===== config.mk =====
export PLATFORM = sky130hd
export DESIGN_NAME = lc3_decode
export DESIGN_NICKNAME = d
export VERILOG_FILES = /design/src/rtl/lc3_decode.sv
export SDC_FILE = /design/constraint.sdc
export NUM_CORES = 1
export LEC_CHECK = 0
export CORE_ASPECT_RATIO = 1.1
export CORE_MARGIN = 2
export CORE_UTILIZATION = 40
export DETAILED_ROUTE_END_ITERATION = 8
export PLACE_DENSITY = 0.89
export SYNTH_ARGS = -nofsm -noshare
export SYNTH_HDL_FRONTEND = slang
export SYNTH_SLANG_ARGS = --single-unit

===== constraint.sdc =====
create_clock -name clock -period 1.6 [get_ports clock]
set_input_delay 0.24 -clock clock [delete_from_list [all_inputs] [get_ports clock]]
set_output_delay 0.24 -clock clock [all_outputs]
set_load 0.02 [all_outputs]

===== src/rtl/lc3_decode.sv =====
// LC-3 decode stage: registers the fetched instruction/npc and the execute, memory and writeback control words.
// One-cycle latency; enable_decode=0 holds every output except decode_valid, so stalls of any length are safe.
module lc3_decode #(
  parameter int DW = 16
) (
  input  logic          clock,
  input  logic          reset,
  input  logic          enable_decode,
  input  logic [DW-1:0] dout,
  input  logic [DW-1:0] npc_in,
  output logic [DW-1:0] ir,
  output logic [DW-1:0] npc_out,
  output logic [5:0]    e_control,
  output logic [1:0]    w_control,
  output logic          mem_control,
  output logic          illegal,
  output logic          decode_valid
);

  localparam logic [3:0] OP_BR  = 4'b0000;
  localparam logic [3:0] OP_ADD = 4'b0001;
  localparam logic [3:0] OP_LD  = 4'b0010;
  localparam logic [3:0] OP_ST  = 4'b0011;
  localparam logic [3:0] OP_AND = 4'b0101;
  localparam logic [3:0] OP_LDR = 4'b0110;
  localparam logic [3:0] OP_STR = 4'b0111;
  localparam logic [3:0] OP_NOT = 4'b1001;
  localparam logic [3:0] OP_LDI = 4'b1010;
  localparam logic [3:0] OP_STI = 4'b1011;
  localparam logic [3:0] OP_JMP = 4'b1100;
  localparam logic [3:0] OP_LEA = 4'b1110;

  localparam logic [1:0] PC1_NONE = 2'b00;
  localparam logic [1:0] PC1_OFF9 = 2'b01;
  localparam logic [1:0] PC1_OFF6 = 2'b10;
  localparam logic [1:0] PC1_ZERO = 2'b11;

  localparam logic [1:0] WB_ALU = 2'b00;
  localparam logic [1:0] WB_MEM = 2'b01;
  localparam logic [1:0] WB_PC  = 2'b10;

  logic [3:0]    opcode;
  logic [1:0]    dec_alu;
  logic [1:0]    dec_pcsel1;
  logic          dec_pcsel2;
  logic          dec_op2;
  logic [1:0]    dec_wb;
  logic          dec_mem;
  logic          dec_ill;

  logic [DW-1:0] ir_q,        ir_d;
  logic [DW-1:0] npc_q,       npc_d;
  logic [5:0]    e_ctrl_q,    e_ctrl_d;
  logic [1:0]    w_ctrl_q,    w_ctrl_d;
  logic          mem_ctrl_q,  mem_ctrl_d;
  logic          illegal_q,   illegal_d;
  logic          valid_q,     valid_d;

  assign opcode = dout[DW-1 -: 4];

  always_comb begin
    dec_alu    = 2'b00;
    dec_pcsel1 = PC1_NONE;
    dec_pcsel2 = 1'b0;
    dec_op2    = 1'b0;
    dec_wb     = WB_ALU;
    dec_mem    = 1'b0;
    dec_ill    = 1'b0;
    case (opcode)
      OP_ADD: dec_op2 = ~dout[5];
      OP_AND: begin
        dec_alu = 2'b01;
        dec_op2 = ~dout[5];
      end
      OP_NOT: dec_alu = 2'b10;
      OP_BR, OP_ST: begin
        dec_pcsel1 = PC1_OFF9;
        dec_pcsel2 = 1'b1;
      end
      OP_LD: begin
        dec_pcsel1 = PC1_OFF9;
        dec_pcsel2 = 1'b1;
        dec_wb     = WB_MEM;
      end
      OP_LDI: begin
        dec_pcsel1 = PC1_OFF9;
        dec_pcsel2 = 1'b1;
        dec_wb     = WB_MEM;
        dec_mem    = 1'b1;
      end
      OP_STI: begin
        dec_pcsel1 = PC1_OFF9;
        dec_pcsel2 = 1'b1;
        dec_mem    = 1'b1;
      end
      OP_LEA: begin
        dec_pcsel1 = PC1_OFF9;
        dec_pcsel2 = 1'b1;
        dec_wb     = WB_PC;
      end
      OP_LDR: begin
        dec_pcsel1 = PC1_OFF6;
        dec_wb     = WB_MEM;
      end
      OP_STR: dec_pcsel1 = PC1_OFF6;
      OP_JMP: dec_pcsel1 = PC1_ZERO;
      // Reserved opcodes leave every control field at zero so downstream stages see a no-op.
      default: dec_ill = 1'b1;
    endcase
  end

  always_comb begin
    ir_d       = ir_q;
    npc_d      = npc_q;
    e_ctrl_d   = e_ctrl_q;
    w_ctrl_d   = w_ctrl_q;
    mem_ctrl_d = mem_ctrl_q;
    illegal_d  = illegal_q;
    valid_d    = enable_decode;
    if (enable_decode) begin
      ir_d       = dout;
      npc_d      = npc_in;
      e_ctrl_d   = {dec_alu, dec_pcsel1, dec_pcsel2, dec_op2};
      w_ctrl_d   = dec_wb;
      mem_ctrl_d = dec_mem;
      illegal_d  = dec_ill;
    end
  end

  always_ff @(posedge clock or negedge reset) begin
    if (!reset) begin
      ir_q       <= '0;
      npc_q      <= '0;
      e_ctrl_q   <= '0;
      w_ctrl_q   <= '0;
      mem_ctrl_q <= 1'b0;
      illegal_q  <= 1'b0;
      valid_q    <= 1'b0;
    end else begin
      ir_q       <= ir_d;
      npc_q      <= npc_d;
      e_ctrl_q   <= e_ctrl_d;
      w_ctrl_q   <= w_ctrl_d;
      mem_ctrl_q <= mem_ctrl_d;
      illegal_q  <= illegal_d;
      valid_q    <= valid_d;
    end
  end

  assign ir           = ir_q;
  assign npc_out      = npc_q;
  assign e_control    = e_ctrl_q;
  assign w_control    = w_ctrl_q;
  assign mem_control  = mem_ctrl_q;
  assign illegal      = illegal_q;
  assign decode_valid = valid_q;

endmodule


Yosys cells after proc, flatten, opt, wreduce, memory -nomap -nowiden:

Cells that the tools add are included.
Widths: inputs -> output; s select.

* equality and inequality tests: 11
* multiplexer cells: 7
* bitwise logic cells: 1
* reduce and logical (&&, ||, !) cells: 7

Operators with widths (number)
* $eq 4x4->1 const B: 5
* $eq 4x3->1 const B: 3
* $reduce_or 12->1: 1
* $eq 4x2->1 const B: 2
* $pmux 2 s2: 2
* $pmux 2 s3: 1
* $reduce_or 2->1: 3
* $reduce_or 6->1: 1
* $eq 4x1->1 const B: 1
* $logic_not 4->1: 1
* $mux 1: 4
* $reduce_or 3->1: 1
* $not 1->1: 1

* register bits after elaboration: 43
* bits of input ports: 35
* output and inout bits: 43
* logic and storage cells: 33

Logic depth before layout (Yosys ltp):

* depth in word-level cells: 3
* gate-level depth with buffers: 4
* depth with buffers taken out: 3

Worst setup path after synthesis:

Ideal clock, no wire load.

* path kind: input to register
* from: input port dout[15]
* to: register e_ctrl_q[0] (netlist: e_control[0])
* library setup time: 65 ps
* arrival: 959 ps
* required time: 1535 ps
* path slack: 576 ps
* stages on the path: 4
* buffers on the path: 1
* path through: buf_2 -> or3b_1 -> nor2_1 -> mux2_2

* word-level cells in the longest chain between the ends: 3
* elaborated cells on any way between the ends: 4
* classes of those cells: 2 x eq/ne; 1 x mux; 1 x reduce/logical

Ends and longest elaborated chain
* from (decl): RTL line 9 `input logic [DW-1:0] dout,`
* $eq 4x3->1 or $eq 4x1->1 (tied branches): RTL line 69 `case (opcode)`
* $reduce_or 2->1 (no line) *
* $mux 1 *
* to (signal assigned): RTL line 142 `e_ctrl_q <= e_ctrl_d;`
* to (decl): RTL line 53 `logic [5:0] e_ctrl_q, e_ctrl_d;`

Mark *: on every way between the ends. The rest lies on a longest branch, timed or not.
A chain may end at the register's enable or synchronous reset.

Worst setup path in the final report:

* from: register ir_q[12] (netlist: ir[12])
* to: output port ir[12]

RTL lines
* from (decl): RTL line 51 `logic [DW-1:0] ir_q, ir_d;`
* from (signal assigned): RTL line 140 `ir_q <= ir_d;`
* to (decl): RTL line 11 `output logic [DW-1:0] ir,`

No word-level cell between the ends.

==> summary.txt <==
Rows: 24
Final net count: 237
Post-synthesis register bit count: 43
Largest family of logic cells by synthesized area: multiplexers
FF-to-FF path depth: 1
Synth unique cells: 22
Final cell count without fillers: 254
GRT busiest layer: met2
Fmax achieved: 663 MHz
Die outline height: 72.1 um
Clock transition at path regs: 0.08 ns
GR Layer Usage met1: 17.1%
Share of cells above drive strength 1: 24.3%
Mapped Area: 1690 um^2
Core box area: 3990 um^2
P_leak: 1.10 nW
Clock Tree Buf Depth: 2
Starting density of the core: 42.3%
Compound-Gate Fraction of Synth Area: 5.26%
Mapped Nets: 155
Cell Area, Placed: 2530 um^2
DRT Pass-1 Iters: 3
FF-to-FF Start: npc_out[12]
IO Count: 78
VDD IR max: 0.000639 V
CTS Buf Count: 5
Largest net degree at the start of global routing: 51
Min-delay worst type: in2async
Post-Synth Adder-Cell Area: 0%
Max-cap violations: 0
Synth Area in XOR/XNOR: 0.519%
DRT iter0 DRCs: 50
Vias in the first global route: 1294
Unrepaired setup endpoints after global routing: false
DRC viols: 0
Seq pwr share: 49.2%
Met3 Resource Use GR: 3.88%
GP Congestion: 0.719
DRT Wirelength: 3520 um
Critical Path Fanout Max: 2
Final Slew Violations: 0
Setup TNS: 0 ns
Worst skew pair latency: 0.28 ns
Die area: 4760 um^2
Post-route cell area: 2620 um^2
Initial antenna violation count: 0
H-tree Lvls: 2
Net Switching: 0.650 mW
Crit-path max cell delay: 0.64 ns
Simple-gate share of the synthesized area: 4.37%
Worst rel slew slack: 64.8%
Clk_skew: 0 ns
Clk pwr share: 26.7%
Mux share of post-synthesis cell area: 22.0%
Synth-to-layout area growth: 55.0%
Detailed Place HPWL: 2560 um
Status: complete, no violations
Tmin final: 1.51 ns
Critical path class: reg2out
Fin crit share: 94.2%
Finished Core Util: 65.5%
PortBufs: 77
Placed Cells incl. Taps: 247
CP Data Arrival Time: 1.27 ns
Register area share after synthesis: 63.8%
Switching Fraction: 25.9%
GRT Overall Usage: 15.8%
Fin. Hold Viols: 0
CP top delay family: buffers and inverters
Routed Antenna Nets: 0
N_diodes: 0
# Post-CTS Setup Buffers: 0
First-pass GRT wire length: 5760 um
TritonCTS clock tree: yes
Sink Count: 43
Met2 Use GR: 29.0%
Worst-Margin Slew: 0.529 ns
Yosys Warn Count: 0
CP startpoint kind: flip-flop
Worst-path cell chain: clkdlybuf4s50_1
Worst R2R End: npc_out[12]
Cell count after synthesis: 120
Synthesized area per cell: 14.1 um^2
Comb pwr share: 24.1%
PwrDens: 959 nW/um^2
Crit. End Element: output pin
WP buf/inv: 1
GR Overflow Total: 0
WHS: 0.00569 ns
Wire per inst: 13.8 um
Final setup vio count: 0
Gates resized, CTS repair: 0
Die Width: 65.9 um
Worst reg2reg setup slack: 0.82 ns
Pint: 1.86 mW
Critical Path Slowest Stage Cell: clkdlybuf4s50_1
Hold_buf cts: 0
DR vias: 1213
Worst EP required: 1.36 ns
Vias/cell: 4.78
CTS root buf: clkbuf_8
==> sequential cells by signal (all words and copies together) (netlist names) <==
register / count
ir: 16
npc_out: 16
e_control: 6
w_control: 2
decode_valid: 1
illegal: 1
mem_control: 1
==> cells in the final DEF, fill, tap and decap left out, types with 2 or more instances in the layout <==
cell,synthesis,layout
clkdlybuf4s50_1,0,75
dfrtp_1,43,43
mux2_2,33,33
inv_1,9,9
clkbuf_8,0,6
o21ai_0,4,4
buf_4,0,4
nand2_1,3,3
a21oi_1,3,3
nor2_1,3,3
o22ai_1,2,2
buf_2,7,2
==> logic make-up (layout without fill, tap and decap cells) <==
kind of cell	count (synthesis)	after routing
DFF	43	43
muxes	33	33
buffers and inverters	16	98
AOI/OAI and AO/OA	14	14
and+or+nand+nor	13	13
xor gates and xnor gates	1	1
==> metal layers <==
layer	vias to the layer above	wire length [um]
met5	-	0
met4	0	71
met3	6	218
met2	42	1900
met1	586	1330
li1	579	-
==> layout make-up <==
type                       instances  area [um^2]
fill                             304         1380
sequential                        43         1080
timing repair buffer              82          811
multi-input combinational         61          543
clock buffer                       6         82.6
tap                               52         65.1
inverter                           9         33.8
clock inverter                     1         5.00
==> worst max path at each step <==
stage,start,end,slack [ns],depth (start not counted)
after floorplan,dout[15],e_control[0],0.58,4
after detailed placement,dout[15],e_control[5],0.10,4
final,ir[12],ir[12],0.09,1
after global placement,dout[15],e_control[0],0.13,4
after CTS,e_control[5],e_control[5],0.06,1
after global routing,e_control[5],e_control[5],0.04,1
==> per-stage QoR <==
step	setup WS (ns)	total power [mW]
2_1_floorplan	0.576	1.52
3_3_place_gp	0.133	1.85
3_5_place_dp	0.104	1.87
4_1_cts	0.0636	2.56
5_1_grt	0.0375	2.64
6_report	0.0927	2.51
==> cells in the mapped netlist <==
cell type	n	share of area, %
a21oi_1	3	0.89
and2b_2	1	0.52
and3_2	1	0.44
buf_2	7	2.1
dfrtp_1	43	64
inv_1	9	2.0
mux2_2	33	22
nand2_1	3	0.67
nand2b_1	1	0.37
nand3_1	1	0.30
nand4_1	1	0.37
nor2_1	3	0.67
nor4b_1	1	0.52
o21a_1	1	0.44
o21ai_0	4	1.2
o221ai_1	1	0.52
o22a_1	1	0.52
o22ai_1	2	0.74
o31ai_1	1	0.44
o32ai_1	1	0.52
or3b_1	1	0.52
xor2_1	1	0.52
==> power groups by stage <==
| stage | sequential (mW) | combinational, mW | clock [mW] |
|---|---|---|---|
| floorplan | 1.38 | 0.141 | 0 |
| global placement | 1.25 | 0.602 | 0 |
| detailed placement | 1.26 | 0.611 | 0 |
| CTS | 1.24 | 0.613 | 0.709 |
| global route | 1.25 | 0.641 | 0.747 |
| finish | 1.23 | 0.603 | 0.671 |
Power figures use the tool's default switching activity.
==> variant 1 (same settings) <==
Set the parameter `DW` to 14 (it was 16).
--- a/src/rtl/lc3_decode.sv
+++ b/src/rtl/lc3_decode.sv
@@ -1,7 +1,7 @@
 // LC-3 decode stage: registers the fetched instruction/npc and the execute, memory and writeback control words.
 // One-cycle latency; enable_decode=0 holds every output except decode_valid, so stalls of any length are safe.
 module lc3_decode #(
-  parameter int DW = 16
+  parameter int DW = 14
 ) (
   input  logic          clock,
   input  logic          reset,
Interface: changed (resized dout, ir, npc_in and npc_out); port bits go from 78 to 70. No check against the original RTL was run, so the function may have changed too.
==> variant 1 against the unedited design <==
- the flow now finishes with violations (hold timing)
- via count down 5.0%
- clock power up 7.2%
- cell count down 7.1%
- maximum frequency up 0.16%
- sequential cell count down 4
- wire length down 2.7%
- worst setup slack better by 0.0024 ns
- design area down 8.5%
- power down 4.9%
- global-route usage up 1.2 points
- synthesized cell count down 6.7%
- synthesized area down 8.5%
- largest power group unchanged
- highest routed layer unchanged
==> variant 1: results (changes against the unedited design) <==
| Metric | Value |
|---|---|
| Synth cell types | 23 (was 22) |
| Relative slew margins | 68.4% (was 64.8%) |
| Clk Latency, worst-skew pair | 0.29 ns |
| IO Port Bufs | 69 (was 77) |
| Sw Share | 25.9% (about the same) |
| Leak | 1.01 nW (was 1.10 nW) |
| GP Congestion | 0.718 (was 0.719) |
| Status | finished, violations left (was finished, final reports clean) |
| GR Util met2 | 26.2% (was 29.0%) |
| Pwr Density | 996 mW/mm^2 (was 959 mW/mm^2) |
| M3 GR Usage | 10.4% (was 3.88%) |
| Met3 wire len | 424 microns (was 218 microns) |
| Fin. Hold Viols | 20 (was 0) |
| Largest net degree at the start of global routing | 47 (was 51) |
| CTS root buffer | clkbuf_8 (unchanged) |
| Seq pwr share | 47.0% (was 49.2%) |
| Gates resized, CTS repair | 0 (unchanged) |
| Met2 wire length | 1710 microns (was 1900 microns) |
| GRT Resource Usage Total | 17.0% (was 15.8%) |
| Slowest cell on the critical path | clkdlybuf4s50_1 (unchanged) |
| Router iterations before antenna repair | 4 (was 3) |
| Max Used Layer | met4 (unchanged) |
| Post-synth top cells | dfrtp_1, mux2_2, inv_1, buf_2, o21ai_0 (unchanged) |
| Total wire length | 3420 microns (was 3520 microns) |
| Hold_ws | -0.0145 ns (was 0.00569 ns) |
| Clk_skew | 0 ns (unchanged) |
| Hpwl dp | 2510 microns (was 2560 microns) |
| Final nets | 216 (was 237) |
| Place WS | 0.0237 ns (was 0.104 ns) |
| Sequential-to-total area share from yosys stat | 63.2% (was 63.8%) |
| Met1 usage | 19.1% (was 17.1%) |
| Routed length on met1 | 1250 microns (was 1330 microns) |
| Antenna fix cells | 0 (unchanged) |
| Vias per inst | 4.88 (was 4.78) |
| First-pass GRT wire length | 5690 microns (was 5760 microns) |
| DR iter-0 viols | 30 (was 50) |
| Biggest fanout along the worst timing path | 2 (unchanged) |
| Peak supply drop | 577 uV (was 639 uV) |
| Antenna violations before repair | 0 (unchanged) |
| Vias in the first global route | 1206 (was 1294) |
| Area contributors post-synth | dfrtp_1, mux2_2, inv_1 (was dfrtp_1, mux2_2, buf_2) |
| Violated checks | hold timing |
| Comb. pwr | 0.545 mW (was 0.603 mW) |
| Layout cells sized above 1 | 23.7% (was 24.3%) |
| Synth Net Count | 143 (was 155) |
-- variant 1: cell types whose count changed after synthesis, sizes merged --
cell / unedited run / this run
mux2: 33 / 29
dfrtp: 43 / 39
-- variant 1: final timing paths --
| path | from | end | slack (ns) | cells after the start |
|---|---|---|---|---|
| min in group clock | enable_decode | decode_valid$_DFF_PN0_ | 0.33 | 2 |
| max in group asynchronous | reset | w_control[0]$_DFFE_PN0P_ | 1.27 | 2 |
| worst max-delay path | e_control[5]$_DFFE_PN0P_ | e_control[5] | 0.1 | 1 |
| worst min register to register | e_control[2]$_DFFE_PN0P_ | e_control[2]$_DFFE_PN0P_ | 0.50 | 1 |
| worst min-delay path | reset | ir[1]$_DFFE_PN0P_ | -0.01 | 2 |
| worst max register to register | e_control[0]$_DFFE_PN0P_ | e_control[0]$_DFFE_PN0P_ | 0.83 | 1 |
-- variant 1: through the flow --
step / util, % / area, sq um / instances
final: 65.0 / 2390 / 236
after global routing: 65.0 / 2390 / 236
after CTS: 65.0 / 2390 / 236
after detailed placement: 62.3 / 2290 / 228
after global placement: 62.3 / 2290 / 228
after floorplan: - / 1550 / 112
-- variant 1: cell families (layout without fill, tap and decap cells) --
logic type / count (synthesis) / after routing / share of synthesized area (%)
flops: 39 / 39 / 63.2
mux: 29 / 29 / 21.1
buf+inv: 16 / 90 / 4.62
compound gates: 14 / 14 / 5.75
simple gates: 13 / 13 / 4.78
xor+xnor: 1 / 1 / 0.567
-- variant 1: final cells by class --
cell class                 count  area share (%)
timing repair buffer          73            30.2
inverter                       9            1.41
clock buffer                   8            4.18
multi-input combinational     57            20.8
tap                           50            2.61
sequential                    39            40.8
==> variant 2 (same settings) <==
Without the edit above. Register the output `npc_out` once more, cleared by the reset; this adds one clock of latency there. The other outputs are not delayed to match.
--- a/src/rtl/lc3_decode.sv
+++ b/src/rtl/lc3_decode.sv
@@ -148,7 +148,13 @@
   end
 
   assign ir           = ir_q;
-  assign npc_out      = npc_q;
+  always_ff @(posedge clock or negedge reset) begin
+    if (!reset) begin
+      npc_out <= '0;
+    end else begin
+      npc_out <= npc_q;
+    end
+  end
   assign e_control    = e_ctrl_q;
   assign w_control    = w_ctrl_q;
   assign mem_control  = mem_ctrl_q;
Behaviour: not the same (Yosys sat finds a counterexample within 4 cycles, from zero or initial values and one cycle with reset low).
==> variant 2 against the unedited design <==
- worst setup slack got worse by 0.026 ns
- sequential share of layout area increased by 5.6 points
- wire length increased by 14%
- clock power increased by 110%
- sequential power increased by 37%
- power increased by 47%
- synthesized area increased by 24%
- highest routed layer unchanged
- design area increased by 21%
- critical path depth unchanged
- sequential cell count increased by 16
==> variant 2: results (changes against the unedited design) <==
| Metric | Value |
|---|---|
| GP Congestion | 0.837 (was 0.719) |
| Met3 wire len | 347 microns (was 218 microns) |
| Place WS | 0.0582 ns (was 0.104 ns) |
| CTS H-tree depth | 3 (was 2) |
| Rows | 27 (was 24) |
| Register area | 0.00148 sq mm (was 0.00108 sq mm) |
| Synth top area share | 70.7% (was 63.8%) |
| Layout cells sized above 1 | 23.8% (was 24.3%) |
| Compound-gate portion of the synthesized area | 4.25% (was 5.26%) |
| M3 GR Usage | 7.70% (was 3.88%) |
| DR iter-0 viols | 23 (was 50) |
| Synth Net Count | 171 (was 155) |
| Design area | 0.00316 sq mm (was 0.00262 sq mm) |
| Status | finished, final reports clean (unchanged) |
| Sequential-to-total area share from yosys stat | 70.7% (was 63.8%) |
| Slowest cell delay on critical path | 0.61 ns (was 0.64 ns) |
| Cts hold-fix bufs | 1 (was 0) |
| GRT Resource Usage Total | 15.6% (was 15.8%) |
| Leak | 1.37 nW (was 1.10 nW) |
| Routed len/inst | 14.1 microns (was 13.8 microns) |
| GR Util met2 | 25.2% (was 29.0%) |
| Worst slew pin tran | 0.347 ns (was 0.529 ns) |
| Met2 wire length | 2020 microns (was 1900 microns) |
| Placement Cell Area | 0.00294 sq mm (was 0.00253 sq mm) |
| Post-synth top cells | dfrtp_1, mux2_2, inv_1, buf_2, o21ai_0 (unchanged) |
| Xor/xnor share of the synthesized area | 0.419% (was 0.519%) |
| Met1 usage | 16.7% (was 17.1%) |
| Clock power share | 37.4% (was 26.7%) |
| CTS clk-pin slew, worst paths | 0.06 ns (was 0.08 ns) |
| Crit path arrival time | 1.29 ns (was 1.27 ns) |
| Cts bufs inserted | 9 (was 5) |
| Total clock sinks | 59 (was 43) |
| Clk_skew | 0.00669 ns (was 0 ns) |
| Vias | 1375 (was 1213) |
| Fill cells | 383 (was 304) |
| Clock buf count | 15 (was 6) |
| Largest net degree at the start of global routing | 60 (was 51) |
| Vias in the first global route | 1487 (was 1294) |
| Hpwl dp | 2710 microns (was 2560 microns) |
[variant 2: changes by cell type after synthesis, sizes merged]
| cell | change |
|---|---|
| dfrtp | +16 |
[variant 2: path summary, 6_finish.rpt]
check / start / end / slack, ns / cells past startpoint
worst max-delay path: w_control[0]$_DFFE_PN0P_ / w_control[0] / 0.07 / 1
worst min-delay path: enable_decode / decode_valid$_DFF_PN0_ / 0.31 / 2
worst max register to register: npc_q[8]$_DFFE_PN0P_ / npc_q[8]$_DFFE_PN0P_ / 0.83 / 1
worst min register to register: npc_q[10]$_DFFE_PN0P_ / npc_out[10]$_DFF_PN0_ / 0.36 / 0
max in group asynchronous: reset / npc_q[2]$_DFFE_PN0P_ / 0.90 / 3
min in group asynchronous: reset / w_control[0]$_DFFE_PN0P_ / 0.45 / 3
